==> src/rtl/alu_share_arbiter_pkg.sv <==
// Shared definitions for the two-requester ALU share arbiter: opcode constants
// and FSM state encoding.
package alu_arb_pkg;

   localparam logic [1:0] OP_ADD = 2'b00;
   localparam logic [1:0] OP_SUB = 2'b01;
   localparam logic [1:0] OP_AND = 2'b10;
   localparam logic [1:0] OP_OR  = 2'b11;

   typedef enum logic [1:0] {
      IDLE = 2'd0,
      EXEC = 2'd1,
      RESP = 2'd2
   } arb_state_t;

endpackage

==> src/rtl/alu_share_arbiter_if.sv <==
// Request/response bundle between the two requesters, the response consumer
// (master side) and the ALU share arbiter (slave side).
interface alu_share_arbiter_if #(
   parameter int DATA_W = 4
);
   logic              req0_valid;
   logic              req0_ready;
   logic [DATA_W-1:0] req0_a;
   logic [DATA_W-1:0] req0_b;
   logic [1:0]        req0_op;

   logic              req1_valid;
   logic              req1_ready;
   logic [DATA_W-1:0] req1_a;
   logic [DATA_W-1:0] req1_b;
   logic [1:0]        req1_op;

   logic              rsp_valid;
   logic              rsp_ready;
   logic              rsp_id;
   logic [DATA_W-1:0] rsp_res;
   logic              rsp_cout;

   modport master (
      output req0_valid, req0_a, req0_b, req0_op,
      input  req0_ready,
      output req1_valid, req1_a, req1_b, req1_op,
      input  req1_ready,
      input  rsp_valid, rsp_id, rsp_res, rsp_cout,
      output rsp_ready
   );

   modport slave (
      input  req0_valid, req0_a, req0_b, req0_op,
      output req0_ready,
      input  req1_valid, req1_a, req1_b, req1_op,
      output req1_ready,
      output rsp_valid, rsp_id, rsp_res, rsp_cout,
      input  rsp_ready
   );
endinterface

==> src/rtl/alu_share_arbiter_alu_core.sv <==
// Purely combinational 4-operation ALU; cout is the carry for ADD and the
// no-borrow flag for SUB, zero for the logic operations.
module alu_core
   import alu_arb_pkg::*;
#(
   parameter int DATA_W = 4
) (
   input  logic [DATA_W-1:0] a_i,
   input  logic [DATA_W-1:0] b_i,
   input  logic [1:0]        op_i,
   output logic [DATA_W-1:0] res_o,
   output logic              cout_o
);

   localparam logic [DATA_W:0] ONE = {{DATA_W{1'b0}}, 1'b1};

   logic [DATA_W:0] sum;

   // Subtraction is done as a + ~b + 1 so the top bit is the no-borrow flag.
   always_comb begin
      sum    = '0;
      res_o  = '0;
      cout_o = 1'b0;
      case (op_i)
         OP_ADD: begin
            sum    = {1'b0, a_i} + {1'b0, b_i};
            res_o  = sum[DATA_W-1:0];
            cout_o = sum[DATA_W];
         end
         OP_SUB: begin
            sum    = {1'b0, a_i} + {1'b0, ~b_i} + ONE;
            res_o  = sum[DATA_W-1:0];
            cout_o = sum[DATA_W];
         end
         OP_AND: res_o = a_i & b_i;
         default: res_o = a_i | b_i;
      endcase
   end

endmodule

==> src/rtl/alu_share_arbiter.sv <==
// Round-robin share of one ALU between two requesters; IDLE/EXEC/RESP FSM.
// Define ALU_ARB_STATS_EN to build the saturating per-requester grant counters.
module alu_share_arbiter
   import alu_arb_pkg::*;
#(
   parameter int DATA_W = 4,
   parameter int CNT_W  = 8
) (
   input  logic              clk,
   input  logic              rst_n,
   input  logic              ena,
   alu_share_arbiter_if.slave bus,
   output logic              busy,
   output logic [CNT_W-1:0]  grant_cnt0,
   output logic [CNT_W-1:0]  grant_cnt1
);

   arb_state_t        state_q, state_d;
   logic              last_grant_q;
   logic [DATA_W-1:0] opa_q, opb_q;
   logic [1:0]        opc_q;
   logic              opid_q;
   logic              rsp_valid_q, rsp_id_q, rsp_cout_q;
   logic [DATA_W-1:0] rsp_res_q;

   logic              pick0, pick1;
   logic              accept0, accept1, accept;
   logic [DATA_W-1:0] alu_res;
   logic              alu_cout;

   // On a tie the requester that did not win last time gets the ALU.
   always_comb begin
      pick0 = 1'b0;
      pick1 = 1'b0;
      if (ena) begin
         if (bus.req0_valid && (!bus.req1_valid || last_grant_q))
            pick0 = 1'b1;
         else if (bus.req1_valid)
            pick1 = 1'b1;
      end
   end

   always_ff @(posedge clk or negedge rst_n) begin
      if (!rst_n) state_q <= IDLE;
      else        state_q <= state_d;
   end

   always_comb begin
      state_d = state_q;
      case (state_q)
         IDLE:    if (accept) state_d = EXEC;
         EXEC:    state_d = RESP;
         RESP:    if (rsp_valid_q && bus.rsp_ready) state_d = IDLE;
         default: state_d = IDLE;
      endcase
   end

   always_comb begin
      accept0        = (state_q == IDLE) && pick0;
      accept1        = (state_q == IDLE) && pick1;
      accept         = accept0 || accept1;
      bus.req0_ready = accept0;
      bus.req1_ready = accept1;
      busy           = (state_q != IDLE);
   end

   alu_core #(.DATA_W(DATA_W)) u_alu (
      .a_i    (opa_q),
      .b_i    (opb_q),
      .op_i   (opc_q),
      .res_o  (alu_res),
      .cout_o (alu_cout)
   );

   // Operands are sampled only on the grant cycle; the response is latched in EXEC.
   always_ff @(posedge clk or negedge rst_n) begin
      if (!rst_n) begin
         last_grant_q <= 1'b1;
         opa_q        <= '0;
         opb_q        <= '0;
         opc_q        <= OP_ADD;
         opid_q       <= 1'b0;
         rsp_valid_q  <= 1'b0;
         rsp_id_q     <= 1'b0;
         rsp_res_q    <= '0;
         rsp_cout_q   <= 1'b0;
      end else begin
         if (accept) begin
            last_grant_q <= accept1;
            opid_q       <= accept1;
            opa_q        <= accept1 ? bus.req1_a  : bus.req0_a;
            opb_q        <= accept1 ? bus.req1_b  : bus.req0_b;
            opc_q        <= accept1 ? bus.req1_op : bus.req0_op;
         end
         if (state_q == EXEC) begin
            rsp_valid_q <= 1'b1;
            rsp_id_q    <= opid_q;
            rsp_res_q   <= alu_res;
            rsp_cout_q  <= alu_cout;
         end else if (state_q == RESP && rsp_valid_q && bus.rsp_ready) begin
            rsp_valid_q <= 1'b0;
         end
      end
   end

   assign bus.rsp_valid = rsp_valid_q;
   assign bus.rsp_id    = rsp_id_q;
   assign bus.rsp_res   = rsp_res_q;
   assign bus.rsp_cout  = rsp_cout_q;

`ifdef ALU_ARB_STATS_EN
   localparam logic [CNT_W-1:0] CNT_ONE = {{(CNT_W-1){1'b0}}, 1'b1};

   logic [CNT_W-1:0] cnt0_q, cnt1_q;

   // Counters stick at all-ones instead of wrapping.
   always_ff @(posedge clk or negedge rst_n) begin
      if (!rst_n) begin
         cnt0_q <= '0;
         cnt1_q <= '0;
      end else begin
         if (accept0 && (cnt0_q != '1)) cnt0_q <= cnt0_q + CNT_ONE;
         if (accept1 && (cnt1_q != '1)) cnt1_q <= cnt1_q + CNT_ONE;
      end
   end

   assign grant_cnt0 = cnt0_q;
   assign grant_cnt1 = cnt1_q;
`else
   assign grant_cnt0 = '0;
   assign grant_cnt1 = '0;
`endif

endmodule

==> src/flat_wrapper.sv <==
// flat-port wrapper written by rule: the top's interface ports become plain ports
module alu_share_arbiter_flat import alu_arb_pkg::*;
#(
   parameter int DATA_W = 4,
   parameter int CNT_W  = 8
)
  (clk, rst_n, ena, busy, grant_cnt0, grant_cnt1, bus_req0_valid, bus_req0_a, bus_req0_b, bus_req0_op, bus_req0_ready, bus_req1_valid, bus_req1_a, bus_req1_b, bus_req1_op, bus_req1_ready, bus_rsp_valid, bus_rsp_id, bus_rsp_res, bus_rsp_cout, bus_rsp_ready);
  alu_share_arbiter_if #(.DATA_W(DATA_W)) bus_i ();
  input  logic clk;
  input  logic rst_n;
  input  logic ena;
  output logic busy;
  output logic [CNT_W-1:0] grant_cnt0;
  output logic [CNT_W-1:0] grant_cnt1;
  input wire logic [$bits(bus_i.req0_valid)-1:0] bus_req0_valid;
  input wire logic [$bits(bus_i.req0_a)-1:0] bus_req0_a;
  input wire logic [$bits(bus_i.req0_b)-1:0] bus_req0_b;
  input wire logic [$bits(bus_i.req0_op)-1:0] bus_req0_op;
  output wire logic [$bits(bus_i.req0_ready)-1:0] bus_req0_ready;
  input wire logic [$bits(bus_i.req1_valid)-1:0] bus_req1_valid;
  input wire logic [$bits(bus_i.req1_a)-1:0] bus_req1_a;
  input wire logic [$bits(bus_i.req1_b)-1:0] bus_req1_b;
  input wire logic [$bits(bus_i.req1_op)-1:0] bus_req1_op;
  output wire logic [$bits(bus_i.req1_ready)-1:0] bus_req1_ready;
  output wire logic [$bits(bus_i.rsp_valid)-1:0] bus_rsp_valid;
  output wire logic [$bits(bus_i.rsp_id)-1:0] bus_rsp_id;
  output wire logic [$bits(bus_i.rsp_res)-1:0] bus_rsp_res;
  output wire logic [$bits(bus_i.rsp_cout)-1:0] bus_rsp_cout;
  input wire logic [$bits(bus_i.rsp_ready)-1:0] bus_rsp_ready;
  assign bus_i.req0_valid = bus_req0_valid;
  assign bus_i.req0_a = bus_req0_a;
  assign bus_i.req0_b = bus_req0_b;
  assign bus_i.req0_op = bus_req0_op;
  assign bus_req0_ready = bus_i.req0_ready;
  assign bus_i.req1_valid = bus_req1_valid;
  assign bus_i.req1_a = bus_req1_a;
  assign bus_i.req1_b = bus_req1_b;
  assign bus_i.req1_op = bus_req1_op;
  assign bus_req1_ready = bus_i.req1_ready;
  assign bus_rsp_valid = bus_i.rsp_valid;
  assign bus_rsp_id = bus_i.rsp_id;
  assign bus_rsp_res = bus_i.rsp_res;
  assign bus_rsp_cout = bus_i.rsp_cout;
  assign bus_i.rsp_ready = bus_rsp_ready;
  alu_share_arbiter #(.DATA_W(DATA_W), .CNT_W(CNT_W)) u_core (.clk(clk), .rst_n(rst_n), .ena(ena), .bus(bus_i), .busy(busy), .grant_cnt0(grant_cnt0), .grant_cnt1(grant_cnt1));
endmodule
==> config.mk <==
export PLATFORM = sky130hd
export DESIGN_NAME = alu_share_arbiter_flat
export DESIGN_NICKNAME = d
export VERILOG_FILES = /design/src/rtl/alu_share_arbiter_pkg.sv /design/src/rtl/alu_share_arbiter_if.sv /design/src/rtl/alu_share_arbiter_alu_core.sv /design/src/rtl/alu_share_arbiter.sv /design/src/flat_wrapper.sv
export SDC_FILE = /design/constraint.sdc
export NUM_CORES = 1
export LEC_CHECK = 0
export ABC_AREA = 0
export CORE_UTILIZATION = 45
export DETAILED_ROUTE_END_ITERATION = 10
export PLACE_DENSITY_LB_ADDON = 0.25
export SYNTH_ARGS = -nofsm -noshare
export SYNTH_HDL_FRONTEND = slang
export SYNTH_HIERARCHICAL = 1
export SYNTH_SLANG_ARGS = --single-unit
==> constraint.sdc <==
create_clock -name clk -period 4.8 [get_ports clk]
set_input_delay 0.48 -clock clk [delete_from_list [all_inputs] [get_ports clk]]
set_output_delay 0.48 -clock clk [all_outputs]
set_load 0.05 [all_outputs]
== Word-level counts from Yosys, hierarchy flattened ==
Index checks and enable logic that the tools add are counted.

* Output and inout bits: 26
* Flip-flop bits (word level): 21
* Logic and storage cells: 51
* Bits of input ports: 26

* Reductions and logical operators: 14
* Mux-type cells: 15
* $add $sub $neg: 3
* Bitwise gates (word level): 3
* Equality and inequality tests: 6

{| class="wikitable"
|+ Operators by type and width
! kind !! number
|-
| case mux 4 bit (3 select lines) || 1
|-
| adder 4 x 4 -> 5 bit || 2
|-
| 2-to-1 mux 4 bit || 2
|-
| 2-to-1 mux 1 bit || 7
|-
| logical AND 1 bit || 6
|-
| 2-to-1 mux 2 bit || 3
|-
| case mux 2 bit (3 select lines) || 1
|-
| adder 5 x 1 -> 5 bit, second input constant || 1
|-
| AND 4 bit || 1
|-
| == test 2 x 1 -> 1 bit, second input constant || 2
|-
| == test 2 bit, second input constant || 2
|-
| zero test 2 bit || 2
|-
| inequality test 2 x 1 -> 1 bit, second input constant || 2
|-
| inverter 4 bit || 1
|-
| bitwise OR 4 bit || 1
|-
| nonzero test 2 bit || 2
|-
| logical OR 1 bit || 2
|-
| case mux 1 bit (2 select lines) || 1
|-
| AND reduction 2 bit || 1
|-
| zero test 1 bit || 1
|}

== Depth between registers and ports, before layout ==
Gate-level depths: netlist (run 1).

* Word-level depth: 9
* Mapped depth: 7
* Mapped depth without buffers: 7

== By module ==
The synthesis (run 1) kept the hierarchy.

{| class="wikitable"
|+ Modules (own cells, without submodules)
! module !! times used !! cells an instance !! area an instance (sq um)
|-
| alu_share_arbiter || 1 || 112 || 1,111.1
|-
| alu_core || 1 || 54 || 432.9
|}

== Worst setup path after synthesis (run 1) ==
OpenSTA, ideal clock, no wires.

* Kind: flip-flop to flip-flop
* Start: register u_core.opa_q[0]
* End: register u_core.rsp_res_q[1], in the netlist u_core/bus.rsp_res[1]
* Path slack: 2.845 ns
* Clock period less this slack: 1.955 ns
* Arrival time: 1.827 ns
* Library setup time: 0.128 ns
* Cell stages (with the launch flop): 7
* Path through: dfrtp_1 inv_1 ha_1 fa_1 inv_1 mux4_2 mux2_1

* Longest elaborated chain between the ends: 3

{| class="wikitable"
|+ RTL lines
! item !! line !! source
|-
| from (decl) || alu_share_arbiter.sv:20 || <nowiki>logic [DATA_W-1:0] opa_q, opb_q;</nowiki>
|-
| from (signal assigned) || alu_share_arbiter.sv:91 || <nowiki>opa_q <= accept1 ? bus.req1_a : bus.req0_a;</nowiki>
|-
| adder 4 x 4 -> 5 bit || alu_share_arbiter_alu_core.sv:31 || <nowiki>sum = {1'b0, a_i} + {1'b0, ~b_i} + ONE;</nowiki>
|-
| adder 5 x 1 -> 5 bit || alu_share_arbiter_alu_core.sv:31 ||
|-
| case mux 4 bit (3 select lines) * || alu_share_arbiter_alu_core.sv:24 || <nowiki>case (op_i)</nowiki>
|-
| net u_core.alu_res[1] || alu_share_arbiter.sv:28 || <nowiki>logic [DATA_W-1:0] alu_res;</nowiki>
|-
| to (signal assigned) || alu_share_arbiter.sv:98 || <nowiki>rsp_res_q <= alu_res;</nowiki>
|-
| to (decl) || alu_share_arbiter.sv:24 || <nowiki>logic [DATA_W-1:0] rsp_res_q;</nowiki>
|}

The timed path passes the listed nets; every way through them passes the cells marked *.
A chain may end at the register's enable or synchronous reset.

== Final worst setup path (run 1) ==
* Start: input port ena
* End: output port bus_req0_ready

* Longest elaborated chain between the ends: 2

{| class="wikitable"
|+ RTL lines
! item !! line !! source
|-
| from (decl) || flat_wrapper.sv:11 || <nowiki>input logic ena;</nowiki>
|-
| 2-to-1 mux 1 bit || alu_share_arbiter.sv:35 || <nowiki>if (ena) begin</nowiki>
|-
| logical AND 1 bit || alu_share_arbiter.sv:59 || <nowiki>accept0 = (state_q == IDLE) && pick0;</nowiki>
|-
| to (decl) || flat_wrapper.sv:19 || <nowiki>output wire logic [$bits(bus_i.req0_ready)-1:0] bus_req0_ready;</nowiki>
|}

Every way passes these cells.

==> results of run 1 <==
metrics by stage:
step	cells	instance area, um^2	hold WS, ns
5_1_grt	240	1869	0.5212
3_3_place_gp	236	1842	0.4668
6_report	240	1869	0.4978
4_1_cts	240	1869	0.5017
2_1_floorplan	181	1600	0.1844
3_5_place_dp	236	1842	0.4737
flip-flops by register name, summed over array words and instances (netlist names):
name                  flops
u_core/opid_q             1
u_core/opc_q              2
u_core/bus.rsp_valid      1
u_core/opb_q              4
u_core/state_q            2
u_core/bus.rsp_cout       1
u_core/bus.rsp_res        4
u_core/bus.rsp_id         1
u_core/opa_q              4
u_core/last_grant_q       1
power by group:
part | internal, W | switching, W
sequential | 0.000263 | 0.000103
clock | 0.0000311 | 0.0000573
combinational | 0.000312 | 0.000429
total | 0.000606 | 0.000589
cell families after synthesis:
group           after synthesis  share of synthesized area, %
buf+inv                      39                         14.51
mux                           9                         7.212
flops                        21                         34.12
xor+xnor                      1                        0.5674
other cells                   1                        0.2429
simple gates                 32                         11.67
compound gates               49                         19.37
fa+ha+maj                    14                         12.32
worst max-delay path, delay by kind of cell:
family	cells	cell delay [ns]
AND/OR/NAND/NOR	2	0.30
buffers and inverters	4	1.63
final cells by class:
cell class	instances	area, um^2	share of cell area [%]
Clock inverter	1	5.005	0.2677
Tap cell	44	55.05	2.945
Inverter	14	52.55	2.811
Clock buffer	3	22.52	1.205
Multi-Input combinational cell	121	849.6	45.45
Sequential cell	21	526.8	28.18
Timing Repair Buffer	36	357.8	19.14
layer usage:
| layer | vias up | routed length (um) | GRT usage (%) | part of all wire [%] |
|---|---|---|---|---|
| li1 | 604 | - | - | - |
| met1 | 582 | 1365 | 22.03 | 44 |
| met2 | 55 | 1459 | 29.98 | 47 |
| met3 | 10 | 180 | 1.919 | 5.8 |
| met4 | 0 | 108 | 12.99 | 3.5 |
| met5 | - | 0 | 0 | 0 |
final timing paths:
kind | from | endpoint | slack [ns] | depth (start not counted)
setup / recovery | ena | bus_req0_ready | 1.90 | 6
hold / removal | u_core/bus.rsp_res[1] | u_core/bus.rsp_res[1] | 0.50 | 1
setup reg to reg | u_core/opa_q[0] | u_core/bus.rsp_res[1] | 2.73 | 6
hold reg to reg | u_core/bus.rsp_res[1] | u_core/bus.rsp_res[1] | 0.50 | 1
max in group asynchronous | rst_n | u_core/opb_q[2] | 3.54 | 1
min in group asynchronous | rst_n | u_core/bus.rsp_res[3] | 0.69 | 1
placed cells by master (no fill, tap or decap), types with 2 or more instances in the layout:
| cell | Yosys | final |
|---|---|---|
| clkbuf_4 | 0 | 3 |
| conb_1 | 1 | 16 |
| a21oi_1 | 16 | 16 |
| a21o_1 | 2 | 2 |
| nor2b_1 | 2 | 2 |
| nor2_1 | 3 | 3 |
| a31oi_1 | 10 | 10 |
| o211ai_1 | 2 | 2 |
| nand3_1 | 11 | 11 |
| ha_1 | 12 | 12 |
| o21ai_1 | 10 | 10 |
| fa_1 | 2 | 2 |
| mux2_1 | 6 | 6 |
| clkdlybuf4s50_1 | 0 | 35 |
| inv_1 | 14 | 14 |
| nand2_1 | 5 | 5 |
| dfrtp_1 | 20 | 20 |
==> impl_metrics.env, run 1 <==
export IMPL_ant_nets=0
export IMPL_viasPerCell=5.213
export IMPL_maxCapViolCount=0
export IMPL_crit_fanout=22
export IMPL_routed_wl_um=3113
export IMPL_vdd_ir_drop_max_mv=0.2548
export IMPL_drt_iter0_markers=22
export IMPL_cts_buffer_depth=2
export IMPL_period_minus_slack_ns=2.903
export IMPL_grt_pass1_wl_um=4843
export IMPL_post_cts_setup_buffers=0
export IMPL_numCtsBuffers=3
export IMPL_avgSynthCellArea_um2=9.301
export IMPL_grt_max_degree=23
export IMPL_initial_core_util_pct=48.97
export IMPL_area_delta_synth_final_pct=21.07
export IMPL_die_h_um=60.58
export IMPL_cts_tree="yes"
export IMPL_synth_commonest_cells="20 x dfrtp_1, 17 x buf_4, 16 x a21oi_1"
export IMPL_yosysMostFrequentCell="dfrtp_1"
export IMPL_fin_util_pct=59.29
export IMPL_route_detailed_drc=0
export IMPL_slew_violations=0
export IMPL_grt_usage_pct=18.14
export IMPL_place_congestion=0.7959
export IMPL_cts_resized=0
export IMPL_syn_inst=166
export IMPL_async_reset_ff_share_pct=100.0
export IMPL_clk_latency_ns=0.30
export IMPL_crit_type="primary input to primary output"
export IMPL_clock_fmax_mhz=344.5
export IMPL_cts_clk_slew_worst_paths_ns=0.12
export IMPL_yosys_area_top_type_share_pct=32.41
export IMPL_worst_slew_pin_slew_ns=0.9513
export IMPL_synth_top_cells_by_area="dfrtp_1 32%, ha_1 9.7%, buf_4 8.3%"
export IMPL_pwr_density_cell_nw_per_um2=639.4
export IMPL_status="completed"
export IMPL_core_area_um2=3153
export IMPL_htree_levels=1
export IMPL_setup_viol=0
export IMPL_via_count=1251
export IMPL_antenna_found_initial=0
export IMPL_ys_warn_count=6
export IMPL_dp_hpwl_um=2404
export IMPL_netlist_area_um2=1544
export IMPL_row_count=20
export IMPL_cp_arrival_ns=2.42
export IMPL_hold_class="flop to flop"
export IMPL_drive_gt1_share_pct=7.143
export IMPL_synth_edff_count=0
export IMPL_post_synth_num_cell_types=45
export IMPL_crit_chain="clkdlybuf4s50_1 > nor3b_2 > buf_4 > nand3_1 > inv_1 > clkdlybuf4s50_1"
export IMPL_synth_top_area_cell="dfrtp_1"
export IMPL_min_period_over_period_pct=60.48
export IMPL_power_w=0.001195
export IMPL_cts_root_buffer="clkbuf_4"
export IMPL_p_leak_nw=0.8269
export IMPL_cts_sinks=21
export IMPL_slew_headroom_pct=36.38
export IMPL_slowest_stage="clkdlybuf4s50_1"
export IMPL_dieArea_um2=3669
export IMPL_grt_pass1_vias=1108
export IMPL_ios=52
export IMPL_nets=237
export IMPL_avgRoutedWirePerCell_um=12.97
export IMPL_start_kind="primary input"
export IMPL_num_fill_cells=305
export IMPL_critPathRequiredTime_ns=4.32
export IMPL_synth_seq_area_share_pct=34.12
export IMPL_dp_slack_ns=1.914
export IMPL_hold_buffers=0
export IMPL_portBuffers=35
export IMPL_ys_seq_elements=21
export IMPL_fp_dieW_um=60.58
export IMPL_finalSetupTns_ns=0
export IMPL_cp_common_cell="clkdlybuf4s50_1"
export IMPL_layout_setup_ws_ns=1.897
export IMPL_fin_worst_skew_ns=0.002863
export IMPL_firstDrtPassIters=4
export IMPL_rsz0062_at_grt="no"
export IMPL_hold_viol=0
export IMPL_grt_overflow=0
export IMPL_max_stage_delay_ns=0.81
export IMPL_insertedDiodeCount=0
export IMPL_cp_end_kind="primary output"
export IMPL_ys_flop_type="dfrtp_1"
No activity file was read; power rests on OpenSTA's default activity.
==> inputs of run 2 (changes only) <==
==> constraint.sdc (replaced) <==
create_clock -name clk -period 3 [get_ports clk]
set_input_delay 0.3 -clock clk [delete_from_list [all_inputs] [get_ports clk]]
set_output_delay 0.3 -clock clk [all_outputs]
set_load 0.05 [all_outputs]
==> impl_metrics.env, run 2 (synthesis results as in run 1) <==
export IMPL_htree_levels=1
export IMPL_crit_type="flop to primary output"
export IMPL_p_int_w=0.0009775
export IMPL_place_congestion=0.7997
export IMPL_start_kind="flop"
export IMPL_die_h_um=60.58
export IMPL_hold_start="u_core/bus.rsp_res[1]"
export IMPL_avgRoutedWirePerCell_um=12.40
export IMPL_hold_viol=0
export IMPL_grt_overflow=0
export IMPL_hold_depth=1
export IMPL_worst_slew_pin_slew_ns=0.9257
export IMPL_pwr_share_seq_pct=30.8
export IMPL_setup_viol=0
export IMPL_viasPerCell=5.163
export IMPL_grt_pass1_vias=1163
export IMPL_cts_buffer_depth=2
export IMPL_route_detailed_drc=0
export IMPL_min_period_over_period_pct=84.04
export IMPL_cp_arrival_ns=2.22
export IMPL_ios=52
export IMPL_portBuffers=35
export IMPL_ant_nets=0
export IMPL_reg2reg_to="u_core/bus.rsp_res[1]"
export IMPL_grt_usage_pct=17.85
export IMPL_cts_resized=0
export IMPL_area_delta_synth_final_pct=21.64
export IMPL_post_cts_setup_buffers=0
export IMPL_dieArea_um2=3669
export IMPL_pwr_density_cell_nw_per_um2=1012
export IMPL_period_minus_slack_ns=2.521
export IMPL_row_count=20
export IMPL_fin_hold_ws_ns=0.4978
export IMPL_antenna_found_initial=0
export IMPL_hold_class="flop to flop"
export IMPL_nets=237
export IMPL_core_area_um2=3153
export IMPL_swShare_pct=48.57
export IMPL_maxCapViolCount=0
export IMPL_insertedDiodeCount=0
export IMPL_drt_iter0_markers=21
export IMPL_timing_rr_start="u_core/opa_q[0]"
export IMPL_finalSetupTns_ns=0
export IMPL_via_count=1239
export IMPL_cts_tree="yes"
export IMPL_slew_violations=0
export IMPL_cp_end_kind="primary output"
export IMPL_fp_dieW_um=60.58
export IMPL_routed_wl_um=2976
export IMPL_worst_hold_path_endpoint="u_core/bus.rsp_res[1]"
export IMPL_max_stage_delay_ns=0.82
export IMPL_firstDrtPassIters=4
export IMPL_initial_core_util_pct=48.97
export IMPL_final_cell_mix="34 x clkdlybuf4s50_1, 20 x dfrtp_1, 16 x a21oi_1, 16 x conb_1, 14 x inv_1"
export IMPL_grt_pass1_wl_um=4864
export IMPL_cts_clk_slew_worst_paths_ns=0.12
export IMPL_cts_root_buffer="clkbuf_4"
export IMPL_crit_fanout=11
export IMPL_clock_fmax_mhz=396.6
export IMPL_crit_chain="or3b_4 > nor2_2 > clkdlybuf4s50_1"
export IMPL_cp_startpoint="u_core/state_q[1]"
export IMPL_hold_buffers=0
export IMPL_combPwrFrac_pct=62.1
export IMPL_slowest_stage="clkdlybuf4s50_1"
export IMPL_status="completed"
export IMPL_layout_commonest_cell="clkdlybuf4s50_1"
export IMPL_dp_hpwl_um=2423
export IMPL_r2r_cells=6
export IMPL_fin_worst_skew_ns=0.002793
export IMPL_clk_latency_ns=0.30
export IMPL_power_net_switching_w=0.0009233
export IMPL_cts_sinks=21
export IMPL_r2r_setup_slack_ns=0.91
export IMPL_numCtsBuffers=3
export IMPL_p_leak_nw=0.8291
export IMPL_slew_headroom_pct=38.09
export IMPL_clkPwrFrac_pct=7.2
export IMPL_vdd_ir_drop_max_mv=0.3452
export IMPL_drive_gt1_share_pct=7.143
export IMPL_grt_max_degree=22
export IMPL_rsz0062_at_grt="no"
export IMPL_critPathRequiredTime_ns=2.70
==> run 2: changes by cell type in the layout (fill, tap and decap cells not counted) <==
| cell | delta |
|---|---|
| clkdlybuf4s50_1 | -1 |
| clkinv_2 | -1 |
| clkbuf_1 | +1 |
| buf_12 | +1 |
==> run 2: metrics by stage <==
stage	worst slack (ns)	std cells	instance area, um^2	power, W	utilization [%]
final	0.4787	240	1878	0.001901	59.56
after global placement	0.4986	236	1852	0.001710	58.73
after detailed placement	0.4888	236	1852	0.001773	58.73
after floorplan	1.045	181	1600	0.001480	-
after global routing	0.3760	240	1878	0.002065	59.56
after CTS	0.4667	240	1878	0.001912	59.56
==> run 2: power groups by stage <==
stage          Combinational (W)  Clock, W  Sequential (W)
3_5_place_dp             0.00118         0        0.000590
6_report                 0.00118  0.000136        0.000585
5_1_grt                  0.00131  0.000155        0.000605
3_3_place_gp             0.00113         0        0.000577
4_1_cts                  0.00119  0.000142        0.000584
2_1_floorplan           0.000792         0        0.000688
==> run 2: critical path: cells and delay by family (launching register included) <==
kind,cells,cell delay [ns]
AND/OR/NAND/NOR,2,0.64
flip-flops,1,0.46
buffers and inverters,1,0.82
==> run 2: layer usage <==
layer	track usage, %	routed length, um
met2	32.34	1454
met4	8.442	61
met5	0	0
met3	1.919	140
met1	21.08	1319
==> run 2: worst max-delay path by stage <==
stage	slack [ns]	endpoint	depth (start not counted)
after global placement	0.50	bus_req1_ready	4
after detailed placement	0.49	bus_req1_ready	4
after floorplan	1.05	u_core/bus.rsp_res[1]	6
final	0.48	bus_req1_ready	3
after global routing	0.38	bus_req1_ready	3
after CTS	0.47	bus_req1_ready	3
==> run 2: final cells by class <==
type,count,area [um^2]
fill,299,1275
inverter,14,52.55
tap,44,55.05
timing repair buffer,36,367.9
multi-input combinational,121,849.6
sequential,21,526.8
clock buffer,4,26.28
==> inputs of run 3 (changes only) <==
==> constraint.sdc (replaced) <==
create_clock -name clk -period 2.51 [get_ports clk]
set_input_delay 0.251 -clock clk [delete_from_list [all_inputs] [get_ports clk]]
set_output_delay 0.251 -clock clk [all_outputs]
set_load 0.05 [all_outputs]
==> impl_metrics.env, run 3 (synthesis results as in run 1) <==
export IMPL_status="completed"
export IMPL_period_minus_slack_ns=2.073
export IMPL_grt_usage_pct=17.39
export IMPL_clk_latency_ns=0.30
export IMPL_maxCapViolCount=0
export IMPL_initial_core_util_pct=48.97
export IMPL_worst_slew_pin_slew_ns=0.6071
export IMPL_htree_levels=1
export IMPL_drt_iter0_markers=11
export IMPL_vdd_ir_drop_max_mv=0.4404
export IMPL_ant_nets=0
export IMPL_p_int_w=0.001174
export IMPL_start_kind="flop"
export IMPL_min_period_over_period_pct=82.61
export IMPL_cts_resized=0
export IMPL_fp_dieW_um=60.58
export IMPL_ff_latch_area_um2=526.8
export IMPL_via_count=1257
export IMPL_numCtsBuffers=3
export IMPL_power_net_switching_w=0.001106
export IMPL_cts_sinks=21
export IMPL_area_delta_synth_final_pct=23.34
export IMPL_crit_type="flop to flop"
export IMPL_cp_arrival_ns=2.28
export IMPL_portBuffers=35
export IMPL_clkPwrFrac_pct=7.2
export IMPL_swShare_pct=48.50
export IMPL_finalSetupTns_ns=0
export IMPL_grt_pass1_wl_um=4767
export IMPL_fin_hold_ws_ns=0.2690
export IMPL_core_area_um2=3153
export IMPL_grt_max_degree=22
export IMPL_slew_headroom_pct=59.44
export IMPL_row_count=20
export IMPL_crit_fanout=3
export IMPL_grt_pass1_vias=1122
export IMPL_dp_hpwl_um=2370
export IMPL_dieArea_um2=3669
export IMPL_post_cts_setup_buffers=0
export IMPL_setup_viol=0
export IMPL_grt_overflow=0
export IMPL_drive_gt1_share_pct=9.091
export IMPL_pwr_density_cell_nw_per_um2=1197
export IMPL_nets=239
export IMPL_cts_buffer_depth=2
export IMPL_route_detailed_drc=0
export IMPL_num_fill_cells=283
export IMPL_final_cell_mix="33 x clkdlybuf4s50_1, 20 x dfrtp_1, 16 x a21oi_1, 16 x conb_1, 14 x inv_1"
export IMPL_multi_input_area_um2=849.6
export IMPL_die_h_um=60.58
export IMPL_place_congestion=0.8149
export IMPL_pwr_share_seq_pct=30.4
export IMPL_hold_class="primary input to async pin"
export IMPL_antenna_found_initial=0
export IMPL_viasPerCell=5.194
export IMPL_hold_viol=0
export IMPL_firstDrtPassIters=4
export IMPL_fin_worst_skew_ns=0.01176
export IMPL_cp_end_kind="flop"
export IMPL_ios=52
export IMPL_hold_buffers=0
export IMPL_critPathRequiredTime_ns=2.72
export IMPL_routed_wl_um=2987
export IMPL_rsz0062_at_grt="no"
export IMPL_cts_root_buffer="clkbuf_4"
export IMPL_p_leak_nw=0.8460
export IMPL_cts_clk_slew_worst_paths_ns=0.13
export IMPL_clock_fmax_mhz=482.3
export IMPL_combPwrFrac_pct=62.4
export IMPL_layout_commonest_cell="clkdlybuf4s50_1"
export IMPL_cts_tree="yes"
export IMPL_insertedDiodeCount=0
export IMPL_avgRoutedWirePerCell_um=12.34
export IMPL_slew_violations=0
[run 3: cell types whose count changed in the layout (fill, tap and decap cells not counted), sizes merged]
cell and delta:
clkinv +1, buf +3, clkdlybuf4s50 -1, clkbuf -1
[run 3: layout make-up]
| class | count | share of cell area [%] |
|---|---|---|
| clock buffer | 3 | 1.183 |
| clock inverter | 1 | 0.2628 |
| inverter | 14 | 2.760 |
| multi-input combinational | 121 | 44.61 |
| sequential | 21 | 27.66 |
| tap | 44 | 2.891 |
| timing repair buffer | 38 | 20.63 |
[run 3: final timing paths]
check	startpoint	endpoint	slack, ns	depth (start not counted)
max reg2reg	u_core/opa_q[0]	u_core/bus.rsp_res[1]	0.44	6
min reg2reg	u_core/bus.rsp_res[3]	u_core/bus.rsp_res[3]	0.50	1
min	rst_n	u_core/bus.rsp_res[1]	0.27	2
min in group clk	u_core/bus.rsp_res[3]	u_core/bus.rsp_res[3]	0.50	1
max	u_core/opa_q[0]	u_core/bus.rsp_res[1]	0.44	6
max in group asynchronous	rst_n	u_core/last_grant_q	1.96	2
[run 3: stage by stage]
stage	total power (W)	util (%)	setup slack (ns)	cell area [um^2]	cells
2_1_floorplan	0.001769	-	0.5551	1600	181
3_3_place_gp	0.002059	59.52	0.5342	1877	238
3_5_place_dp	0.002123	59.52	0.4634	1877	238
4_1_cts	0.002294	60.40	0.4427	1904	242
5_1_grt	0.002470	60.40	0.3450	1904	242
6_report	0.002280	60.40	0.4365	1904	242
[run 3: power by group through the flow]
stage / sequential [W] / combinational [W] / clock [W]
floorplan: 0.000822 / 0.000947 / 0
global placement: 0.000684 / 0.00137 / 0
detailed placement: 0.000701 / 0.00142 / 0
CTS: 0.000692 / 0.00143 / 0.000173
global route: 0.000723 / 0.00156 / 0.000183
finish: 0.000693 / 0.00142 / 0.000164
[run 3: layer usage]
metal	track usage, %	share of wire, %
met2	32.65	50
met1	20.51	45
met3	1.919	4.7
met4	5.844	0.90
met5	0	0
[run 3: worst max-delay path, stage by stage (launching register included)]
cell and delay, ns:
dfrtp_1 0.41, inv_1 0.07, ha_1 0.23, fa_1 0.49, inv_1 0.04, mux4_2 0.44
mux2_1 0.29
